<file path="src/rtl/add_m_pack_param_if.sv">
// Bus bundle for add_m_pack_param: start/busy/done handshake, shared BRAM read port and
// packed-output write port. master = the datapath, slave = the environment driving it.
interface add_m_pack_param_if #(
  parameter int unsigned ADDR_W = 9
);
  logic              start;
  logic              busy;
  logic              done;
  logic              read_base_sel;
  logic [ADDR_W-1:0] read_address;
  logic [63:0]       read_data;
  logic [ADDR_W-1:0] write_address;
  logic [63:0]       write_data;
  logic              write_en;

  modport master (
    input  start, read_data,
    output busy, done, read_base_sel, read_address, write_address, write_data, write_en
  );

  modport slave (
    output start, read_data,
    input  busy, done, read_base_sel, read_address, write_address, write_data, write_en
  );
endinterface

</file>
<file path="src/rtl/add_m_pack_param.sv">
// Saber encryption-side message-add / round / pack stage: v' + H1 - (m << (EP-1)), keep the
// top ET bits of each EP-bit result and bit-pack the stream LSB-first into 64-bit words.
module add_m_pack_param #(
  parameter int unsigned N      = 256,
  parameter int unsigned EP     = 10,
  parameter int unsigned ET     = 4,
  parameter int unsigned H1     = 4,
  parameter int unsigned ADDR_W = 9
) (
  input logic                clk,
  input logic                rst_n,
  add_m_pack_param_if.master bus
);

  localparam int unsigned VWords = N / 4;
  localparam int unsigned BeatW  = 4 * ET;
  localparam int unsigned AccW   = 64 + BeatW;
  localparam int unsigned FillW  = 8;
  localparam logic [15:0] LaneOnes = 16'((32'd1 << EP) - 32'd1);
  localparam logic [63:0] LaneMask = {4{LaneOnes}};

  typedef enum logic [2:0] {
    StIdle, StMsgAddr, StMsgLoad, StStream, StDrain, StDone
  } state_e;

  state_e            state_q;
  logic              busy_q, done_q;
  logic              rbs_q;
  logic [ADDR_W-1:0] raddr_q;
  logic [ADDR_W-1:0] blk_q;
  logic [ADDR_W-1:0] vaddr_q;
  logic [63:0]       msg_q;
  logic              beat_q;
  logic [AccW-1:0]   acc_q;
  logic [FillW-1:0]  fill_q;
  logic [ADDR_W-1:0] wr_cnt_q;
  logic              wen_q;
  logic [63:0]       wdata_q;
  logic [ADDR_W-1:0] waddr_q;

  // Bits above EP in each 16-bit lane carry no information.
  logic unused_lane_bits;
  assign unused_lane_bits = ^(bus.read_data & ~LaneMask);

  logic [EP-1:0]    lane_t [4];
  logic [BeatW-1:0] beat_bits;

  always_comb begin
    beat_bits = '0;
    for (int j = 0; j < 4; j++) begin
      lane_t[j] = bus.read_data[16*j +: EP] + EP'(H1) - (EP'(msg_q[j]) << (EP - 1));
      beat_bits[ET*j +: ET] = lane_t[j][EP-1 -: ET];
    end
  end

  logic             wr_now;
  logic [AccW-1:0]  acc_sh, acc_d;
  logic [FillW-1:0] fill_sh, fill_d;

  // Drain a full word first, then append the current beat above what remains.
  always_comb begin
    wr_now  = fill_q >= FillW'(64);
    acc_sh  = wr_now ? (acc_q >> 64) : acc_q;
    fill_sh = wr_now ? (fill_q - FillW'(64)) : fill_q;
    acc_d   = acc_sh;
    fill_d  = fill_sh;
    if (beat_q) begin
      acc_d  = acc_sh | (AccW'(beat_bits) << fill_sh);
      fill_d = fill_sh + FillW'(BeatW);
    end
  end

  always_ff @(posedge clk or negedge rst_n) begin
    if (!rst_n) begin
      state_q  <= StIdle;
      busy_q   <= 1'b0;
      done_q   <= 1'b0;
      rbs_q    <= 1'b0;
      raddr_q  <= '0;
      blk_q    <= '0;
      vaddr_q  <= '0;
      msg_q    <= '0;
      beat_q   <= 1'b0;
      acc_q    <= '0;
      fill_q   <= '0;
      wr_cnt_q <= '0;
      wen_q    <= 1'b0;
      wdata_q  <= '0;
      waddr_q  <= '0;
    end else begin
      acc_q  <= acc_d;
      fill_q <= fill_d;
      beat_q <= 1'b0;
      wen_q  <= wr_now;
      if (wr_now) begin
        wdata_q  <= acc_q[63:0];
        waddr_q  <= wr_cnt_q;
        wr_cnt_q <= wr_cnt_q + ADDR_W'(1);
      end
      if (beat_q) begin
        msg_q <= msg_q >> 4;
      end

      case (state_q)
        StIdle, StDone: begin
          if (bus.start) begin
            state_q  <= StMsgAddr;
            busy_q   <= 1'b1;
            done_q   <= 1'b0;
            rbs_q    <= 1'b1;
            raddr_q  <= '0;
            blk_q    <= '0;
            vaddr_q  <= '0;
            wr_cnt_q <= '0;
            acc_q    <= '0;
            fill_q   <= '0;
          end
        end
        StMsgAddr: state_q <= StMsgLoad;
        StMsgLoad: begin
          // The last v' beat of the previous block was consumed last cycle, so the
          // shifter is free to take the new message word here.
          msg_q   <= bus.read_data;
          rbs_q   <= 1'b0;
          raddr_q <= vaddr_q;
          state_q <= StStream;
        end
        StStream: begin
          beat_q  <= 1'b1;
          vaddr_q <= vaddr_q + ADDR_W'(1);
          raddr_q <= vaddr_q + ADDR_W'(1);
          if (vaddr_q[3:0] == 4'hf) begin
            if (vaddr_q == ADDR_W'(VWords - 1)) begin
              state_q <= StDrain;
            end else begin
              state_q <= StMsgAddr;
              rbs_q   <= 1'b1;
              raddr_q <= blk_q + ADDR_W'(1);
              blk_q   <= blk_q + ADDR_W'(1);
            end
          end
        end
        StDrain: begin
          if (!beat_q && fill_q == '0) begin
            state_q <= StDone;
            busy_q  <= 1'b0;
            done_q  <= 1'b1;
          end
        end
        default: state_q <= StIdle;
      endcase
    end
  end

  assign bus.busy          = busy_q;
  assign bus.done          = done_q;
  assign bus.read_base_sel = rbs_q;
  assign bus.read_address  = raddr_q;
  assign bus.write_en      = wen_q;
  assign bus.write_data    = wdata_q;
  assign bus.write_address = waddr_q;

endmodule

</file>
<file path="src/flat_wrapper.sv">
// flat-port wrapper written by rule: the top's interface ports become plain ports
module add_m_pack_param_flat 
#(
  parameter int unsigned N      = 256,
  parameter int unsigned EP     = 10,
  parameter int unsigned ET     = 4,
  parameter int unsigned H1     = 4,
  parameter int unsigned ADDR_W = 9
)
  (clk, rst_n, bus_start, bus_read_data, bus_busy, bus_done, bus_read_base_sel, bus_read_address, bus_write_address, bus_write_data, bus_write_en);
  add_m_pack_param_if #(.ADDR_W(ADDR_W)) bus_i ();
  input logic clk;
  input logic rst_n;
  input wire logic [$bits(bus_i.start)-1:0] bus_start;
  input wire logic [$bits(bus_i.read_data)-1:0] bus_read_data;
  output wire logic [$bits(bus_i.busy)-1:0] bus_busy;
  output wire logic [$bits(bus_i.done)-1:0] bus_done;
  output wire logic [$bits(bus_i.read_base_sel)-1:0] bus_read_base_sel;
  output wire logic [$bits(bus_i.read_address)-1:0] bus_read_address;
  output wire logic [$bits(bus_i.write_address)-1:0] bus_write_address;
  output wire logic [$bits(bus_i.write_data)-1:0] bus_write_data;
  output wire logic [$bits(bus_i.write_en)-1:0] bus_write_en;
  assign bus_i.start = bus_start;
  assign bus_i.read_data = bus_read_data;
  assign bus_busy = bus_i.busy;
  assign bus_done = bus_i.done;
  assign bus_read_base_sel = bus_i.read_base_sel;
  assign bus_read_address = bus_i.read_address;
  assign bus_write_address = bus_i.write_address;
  assign bus_write_data = bus_i.write_data;
  assign bus_write_en = bus_i.write_en;
  add_m_pack_param #(.N(N), .EP(EP), .ET(ET), .H1(H1), .ADDR_W(ADDR_W)) u_core (.clk(clk), .rst_n(rst_n), .bus(bus_i));
endmodule
</file>
<file path="config.mk">
export PLATFORM = sky130hd
export DESIGN_NAME = add_m_pack_param_flat
export DESIGN_NICKNAME = d
export VERILOG_FILES = /design/src/rtl/add_m_pack_param_if.sv /design/src/rtl/add_m_pack_param.sv /design/src/flat_wrapper.sv
export SDC_FILE = /design/constraint.sdc
export NUM_CORES = 1
export LEC_CHECK = 0
export CAP_MARGIN = 20
export CELL_PAD_IN_SITES_DETAIL_PLACEMENT = 1
export CELL_PAD_IN_SITES_GLOBAL_PLACEMENT = 1
export CORE_UTILIZATION = 43
export CTS_CLUSTER_DIAMETER = 50
export DETAILED_ROUTE_END_ITERATION = 10
export PLACE_DENSITY_LB_ADDON = 0.25
export REMOVE_ABC_BUFFERS = 1
export SYNTH_ARGS = -nofsm -noshare
export SYNTH_HDL_FRONTEND = slang
export SYNTH_SLANG_ARGS = --single-unit
</file>
<file path="constraint.sdc">
create_clock -name clk -period 2.62 [get_ports clk]
set_input_delay 0.393 -clock clk [delete_from_list [all_inputs] [get_ports clk]]
set_output_delay 0.393 -clock clk [all_outputs]
set_load 0.1 [all_outputs]
</file>
==> out/results.tsv, run 1 <==
stage	metric	value	unit
run_status	run_status	completed	
grt	grt.total_usage	0.2294	
route	drc	0	
route	vias_per_cell	5.299	
grt	grt_pass1_wl	56120	um
route	drt_pass1_iterations	4	
route	avgRoutedWirePerCell	17.62	um
sta	max_freq	452.9	MHz
pwr	max-vdd-ir-drop	0.4941	mV
sta	setup_viol	0	
setup_path	crit_path_max_fanout	11	
pwr	p_clk_frac	0.379	
clock_tree	cts_setup_buffers	0	
sta	tightestPinTransition	772.0	ps
worst_hold_path	hold_class	in2async	
setup_path	required	3020	ps
clock_tree	clock_latency	510	ps
logic_synthesis	synth.largest_area_cell	dfrtp_1	
logic_synthesis	synth-edff-count	0	
grt	grt_max_degree	108	
pwr	power.density	805.4	nW/um^2
setup_path	critical_path.top_delay_family	simple AND/OR/NAND/NOR gates	
clock_tree	cts_tree	built	
floorplanning	row_count	62	
final_layout	drive_gt1_frac	0.1413	
clock_tree	ctsHtreeMaxLevel	2	
logic_synthesis	ys.flop_type	dfrtp_1	
setup_path	slowest_stage	and2_0	
setup_path	worstSetupPathType	reg2reg	
setup_path	critPathBufInv	0	
logic_synthesis	synthCells	1315	
floorplanning	start_util	0.4375	
placed_design	port_buffers	152	
pwr	sw_frac_of_total	0.3537	
logic_synthesis	async_flop_share	1.000	
logic_synthesis	syn_area_per_cell	9.550	sq um
pwr	p_sw	4.489	mW
sta	rsz0062_at_grt	no	
final_layout	syn_to_final_growth	25.51	%
floorplanning	die_x	172.9	um
placed_design	gp_congestion	0.8300	
route	routed_wl	33450	um
sta	slew-limit-headroom	0.4853	
sta	holdWs	428.8	ps
setup_path	startpoint	u_core.state_q[0]$_DFFE_PN0P_	
grt	grt_pass1_vias	10692	
setup_path	crit_chain	nand2b_1, nand3_1, and2_0, a22o_1	
clock_tree	cts_num_sinks	265	
final_layout	diodes	0	
clock_tree	clock_path_buffers	3	
setup_path	startpoint_type	flop	
grt	overflow	0	
final_layout	fillers	3224	
logic_synthesis	synth.top_cell.area_share	0.5280	
floorplanning	io_pins	153	
sta	skew	15.50	ps
sta	hold_violations	0	
clock_tree	cts_buffers	36	
setup_path	worstSetupEndpointType	flop	
pwr	p_int	8.204	mW
flow_run	cap_violations	0	
sta	min_period	2208	ps
final_layout	nets	1596	
pwr	combinationalPowerShare	0.245	
placed_design	placed_cells	1832	
final_layout	stdcell_count	1899	
logic_synthesis	ys_ff_latch	265	
sta	slew_viol_final	0	
setup_path	r2r_start	u_core.state_q[0]$_DFFE_PN0P_	
floorplanning	die_h	172.9	um
logic_synthesis	synth_area_leaders	dfrtp_1, nand2_1, mux2i_1	
clock_tree	path_clk_slew	60	ps
logic_synthesis	yosysSeqAreaShare	0.5280	
final_layout	seq_area	6635	sq um
final_layout	multi_input_area	5456	sq um
pwr	power_leakage	7.839	nW
floorplanning	core_area	28700	sq um
floorplanning	die_area	29890	sq um
grt	antenna_found_initial	0	
logic_synthesis	synth.distinct_cells	68	
route	dr_total_vias	10063	
clock_tree	cts_root_buffer	clkbuf_16	
route	postRouteAntennaNets	0	
route	drt_iter0_markers	528	
placed_design	post-dp-hpwl	23010	um
setup_path	arrival	2600	ps
logic_synthesis	netlist_area	12560	sq um
pwr	power_frac_seq	0.376	
sta	period_share	0.8427	
setup_path	slowest_delay	550	ps
sta	setup-tns-final	0	ps
logic_synthesis	yosysWarnings	0	
timing repair:
action                                  in CTS  in global routing
hold buffers                                 1                  0
endpoints found under the setup margin       0                  0
gates resized for setup                      0                  0
endpoints found under the hold margin       63                  0
metrics by stage:
stage                     worst slack (ps)  total power, mW  instance area [sq um]  utilization
after CTS                            291.3            12.82                  15740       0.5484
after global routing                 198.8            13.17                  15760       0.5491
final                                412.2            12.69                  15760       0.5491
after global placement             0.08971            7.885                  14530       0.5064
after detailed placement            -84.27            7.962                  14530       0.5064
after floorplan                      -4042            7.006                  12260            -
registers in the layout, summed over array words and instances (netlist names):
register / count
u_core.wr_cnt_q: 9
u_core.vaddr_q: 9
u_core.bus.read_address: 9
u_core.bus.write_en: 1
u_core.blk_q: 9
u_core.msg_q: 64
u_core.state_q: 3
u_core.bus.write_address: 9
u_core.bus.read_base_sel: 1
u_core.beat_q: 1
u_core.bus.done: 1
u_core.bus.busy: 1
u_core.fill_q: 4
u_core.acc_q: 80
u_core.bus.write_data: 64
layout make-up:
cell class | instances | area share
Clock buffer | 47 | 0.06557
Clock inverter | 18 | 0.01040
Inverter | 50 | 0.01191
Multi-Input combinational cell | 931 | 0.3462
Sequential cell | 265 | 0.4210
Tap cell | 384 | 0.03048
Timing Repair Buffer | 204 | 0.1145
layer usage:
| metal | global-route usage | part of all wire | vias up |
|---|---|---|---|
| met5 | 0 | 0 | - |
| met4 | 0.06305 | 0.020 | 0 |
| met3 | 0.03342 | 0.035 | 49 |
| met2 | 0.3841 | 0.48 | 186 |
| met1 | 0.3113 | 0.46 | 4984 |
| li1 | - | - | 4844 |
power groups by stage:
stage	combinational (mW)	sequential, mW	clock [mW]
final	3.11	4.77	4.81
after global routing	3.29	4.82	5.05
after CTS	3.14	4.77	4.90
after detailed placement	3.12	4.84	0
after global placement	3.06	4.83	0
after floorplan	0.620	6.39	0
cells in the final DEF (no fill, tap or decap), types with 4 or more instances in the layout:
cell type / netlist / final
nor2b_1: 11 / 11
nand4_1: 5 / 5
o22ai_1: 4 / 4
clkinvlp_4: 0 / 4
nand2_1: 370 / 370
nand2b_1: 10 / 10
o21ai_0: 120 / 120
a31oi_1: 21 / 21
or3_1: 10 / 10
nor4_1: 5 / 5
nand3_1: 23 / 23
ha_1: 41 / 41
clkinv_2: 0 / 4
inv_1: 50 / 49
a32oi_1: 6 / 6
nor2_1: 46 / 45
dfrtp_1: 265 / 264
a221o_1: 6 / 6
clkbuf_8: 0 / 7
nor3_1: 8 / 8
buf_4: 0 / 129
xor2_1: 22 / 22
a21oi_1: 18 / 18
o211ai_1: 8 / 8
clkbuf_16: 0 / 37
clkdlybuf4s50_1: 0 / 65
xnor2_1: 11 / 11
a22oi_1: 14 / 14
a21o_1: 8 / 8
buf_12: 0 / 8
clkinv_4: 0 / 4
nor3b_1: 6 / 6
mux2i_1: 67 / 67
a22o_1: 28 / 28
Yosys cell counts (all sizes together), types with 3 or more instances:
cell	number
a22o	28
nand2b	10
o31ai	3
a31oi	21
dfrtp	265
a22oi	14
buf	36
a21o	8
o22ai	4
nor3b	6
xnor2	11
o211ai	9
ha	41
xor2	22
nand4	5
a32oi	6
nor2b	11
and2	7
clkbuf	33
a2111oi	3
nor4	5
nor2	47
mux2i	67
a21oi	18
nor3	9
and3	3
or3	11
inv	50
o21ai	123
nand2	370
nand3	24
nor4b	3
a221o	6
cell families after synthesis:
group | synth area share
AOI/OAI and AO/OA | 0.1367
DFF | 0.5280
muxes | 0.05430
buffers and inverters | 0.03876
adders and majority gates | 0.04085
and+or+nand+nor | 0.1783
xor gates and xnor gates | 0.02301
path summary, 6_finish.rpt:
kind | end | slack (ps) | cells past startpoint
max | u_core.acc_q[54]$_DFF_PN0_ | 410 | 4
min | u_core.bus.write_data[22]$_DFFE_PN0P_ | 430 | 2
max reg2reg | u_core.acc_q[54]$_DFF_PN0_ | 410 | 4
min reg2reg | u_core.bus.write_address[7]$_DFFE_PN0P_ | 460 | 2
max in group asynchronous | u_core.msg_q[28]$_DFFE_PN0P_ | 1370 | 3
min in group clk | u_core.msg_q[59]$_DFFE_PN0P_ | 440 | 3
No activity file was read; power rests on OpenSTA's default activity.
==> run 2: changes to the inputs <==
Settings changed: CORE_UTILIZATION 43 to 39.
Clock period 2.62 ns to 2 ns, I/O delays scaled along.
==> out/results.tsv, run 2 (synthesis gave the netlist of run 1 again) <==
stage	metric	value	unit	change
run_status	run_status	completed		
sta	rsz0062_at_grt	yes		
setup_path	cp_common_cell	buf_4		
grt	overflow	0		unchanged
sta	max_freq	504.4	MHz	
sta	slew-limit-headroom	0.5611		+0.07580
sta	min_period	1982	ps	
grt	grtUsageMet1	0.3017		-0.009608
route	routed_wl	35630	um	+6.5%
route	avgRoutedWirePerCell	17.90	um	+1.6%
setup_path	slowest_delay	510	ps	-40 ps
clock_tree	clock_latency	510	ps	about the same
grt	antenna_found_initial	0		unchanged
placed_design	gp_congestion	0.8291		-0.11%
pwr	power.density	1011	nW/um^2	+26%
floorplanning	io_pins	153		unchanged
grt	gr-max-usage-layer	met2		
route	dr_total_vias	10415		+3.5%
setup_path	rrSetupSlack	100	ps	-310 ps
final_layout	finalInstanceArea	16570	sq um	+5.1%
setup_path	crit_chain	clkdlybuf4s50_1, inv_1, ha_1, buf_4, nor2b_2, buf_4, o311ai_0, o211ai_1, buf_4, a22oi_1, nor2_1		
placed_design	post-dp-hpwl	24890	um	+8.2%
placed_design	dpl-instance-area	15170	sq um	+4.4%
placed_design	placed_cells	1927		+5.2%
setup_path	worstSetupEndpointType	flop		
route	postRouteAntennaNets	0		unchanged
grt	met2_usage	0.3757		-0.008380
route	drt_iter0_markers	480		-9.1%
setup_path	arrival	2370	ps	-230 ps
final_layout	fin_util	0.5238		-0.02534
route	drt_pass1_iterations	4		unchanged
grt	grt_pass1_vias	11150		+4.3%
final_layout	fillers	3508		+8.8%
setup_path	slowest_stage	clkdlybuf4s50_1		
clock_tree	ctsHtreeMaxLevel	2		unchanged
final_layout	multi_input_area	5662	sq um	+3.8%
pwr	finalPower	16.76	mW	+32%
final_layout	diodes	0		unchanged
clock_tree	cts_buffers	36		unchanged
grt	grt_max_degree	64		-41%
grt	grt_pass1_wl	59310	um	+5.7%
clock_tree	path_clk_slew	60	ps	about the same
final_layout	layout_common_cells	nand2_1, dfrtp_1, buf_4, o21ai_0, mux2i_1		
sta	holdWs	121.2	ps	-307.6 ps
sta	setup_viol	0		unchanged
final_layout	drive_gt1_frac	0.1957		+0.05447
floorplanning	start_util	0.3970		-0.04058
grt	met3_usage	0.03049		-0.002936
setup_path	critPathBufInv	5		+5
final_layout	top_register	u_core.acc_q		
clock_tree	cts_tree	built		
clock_tree	cts_num_sinks	265		unchanged
final_layout	syn_to_final_growth	31.95	%	
pwr	power_leakage	8.289	nW	+5.7%
setup_path	required	2390	ps	-630 ps
clock_tree	cts_root_buffer	clkbuf_16		
route	vias_per_cell	5.231		-1.3%
final_layout	final_common_cell	nand2_1		
sta	period_share	0.9912		
floorplanning	die_area	32920	sq um	+10%
setup_path	critical_path.top_delay_family	buffers and inverters		
floorplanning	row_count	65		+4.8%
final_layout	seq_area	6635	sq um	unchanged
clock_tree	clock_path_buffers	3		unchanged
floorplanning	die_x	181.4	um	+4.9%
setup_path	worstSetupPathType	in2reg		
flow_run	cap_violations	0		unchanged
sta	slew_viol_final	0		unchanged
sta	skew	20.50	ps	+5.008 ps
pwr	max-vdd-ir-drop	0.6131	mV	+24%
floorplanning	core_area	31640	sq um	+10%
worst_hold_path	hold_class	in2reg		
route	drc	0		unchanged
sta	tightestPinTransition	656.8	ps	-115.3 ps
final_layout	stdcell_count	1991		+4.8%
grt	grt.total_usage	0.2227		-0.006702
final_layout	largest_register_ffs	80		unchanged
setup_path	crit_path_max_fanout	5		-6
final_layout	nets	1675		+4.9%
floorplanning	die_h	181.4	um	+4.9%
placed_design	port_buffers	152		unchanged
setup_path	startpoint_type	input port		
sta	hold_violations	0		unchanged
==> run 2: cell count changes in the layout (fill, tap and decap cells not counted), sizes merged <==
cell	before	now
inv	55	54
clkinv	8	6
bufinv	1	3
clkdlybuf4s50	65	59
clkbuf	47	44
dlymetal6s2s	0	6
nor2	47	48
clkinvlp	4	3
buf	138	216
==> run 2: final timing paths <==
| check | startpoint | endpoint | cells after the start |
|---|---|---|---|
| setup / recovery | bus_read_data[37] | u_core.acc_q[72]$_DFF_PN0_ | 11 |
| hold / removal | bus_read_data[38] | u_core.msg_q[38]$_DFFE_PN0P_ | 3 |
| setup reg to reg | u_core.vaddr_q[6]$_DFFE_PN0P_ | u_core.bus.read_address[3]$_DFFE_PN0P_ | 5 |
| hold reg to reg | u_core.bus.write_data[13]$_DFFE_PN0P_ | u_core.bus.write_data[13]$_DFFE_PN0P_ | 2 |
| max in group asynchronous | rst_n | u_core.acc_q[4]$_DFF_PN0_ | 3 |
| min in group asynchronous | rst_n | u_core.bus.write_data[41]$_DFFE_PN0P_ | 2 |
==> run 2: layout make-up <==
class	count	share of cell area
Clock buffer	44	0.05867
Sequential cell	265	0.4004
Multi-Input combinational cell	932	0.3417
Clock inverter	16	0.01072
Inverter	50	0.01133
Timing Repair Buffer	282	0.1469
Tap cell	402	0.03035
==> run 2: worst register-to-register path, cell delays in order, from the launching register on <==
cell and delay [ps]:
dfrtp_1 380, or3_4 410, nor3_4 140, mux2_1 390
a2111oi_4 360, a221o_1 150
==> run 2: what timing repair did <==
action                     CTS  global route
hold buffers                 1             0
pin swaps                    7             6
buffers inserted             0             2
hold endpoints to repair    53             0
cloned                       1             0
setup endpoints to repair   41            49
gates resized for setup     10            31
==> run 2: power breakdown <==
group	leakage [nW]	switching (mW)	internal (mW)	total, mW
Combinational	4.46	3.15	1.15	4.29
Sequential	3.27	0.328	5.91	6.24
Clock	0.561	2.37	3.85	6.22
Total	8.29	5.85	10.9	16.8
==> run 2: metal layers <==
layer  routed length, um  part of all wire
met5                   0                 0
met4                 806             0.023
met3                1108             0.031
met2               17050              0.48
met1               16670              0.47
==> run 2: through the flow <==
stage               worst slack (ps)  setup TNS, ps
floorplan                      -4662        -613780
global placement              -522.8         -30270
detailed placement            -637.9         -35420
CTS                            1.526              0
global route                  -50.62         -263.4
finish                         17.54              0
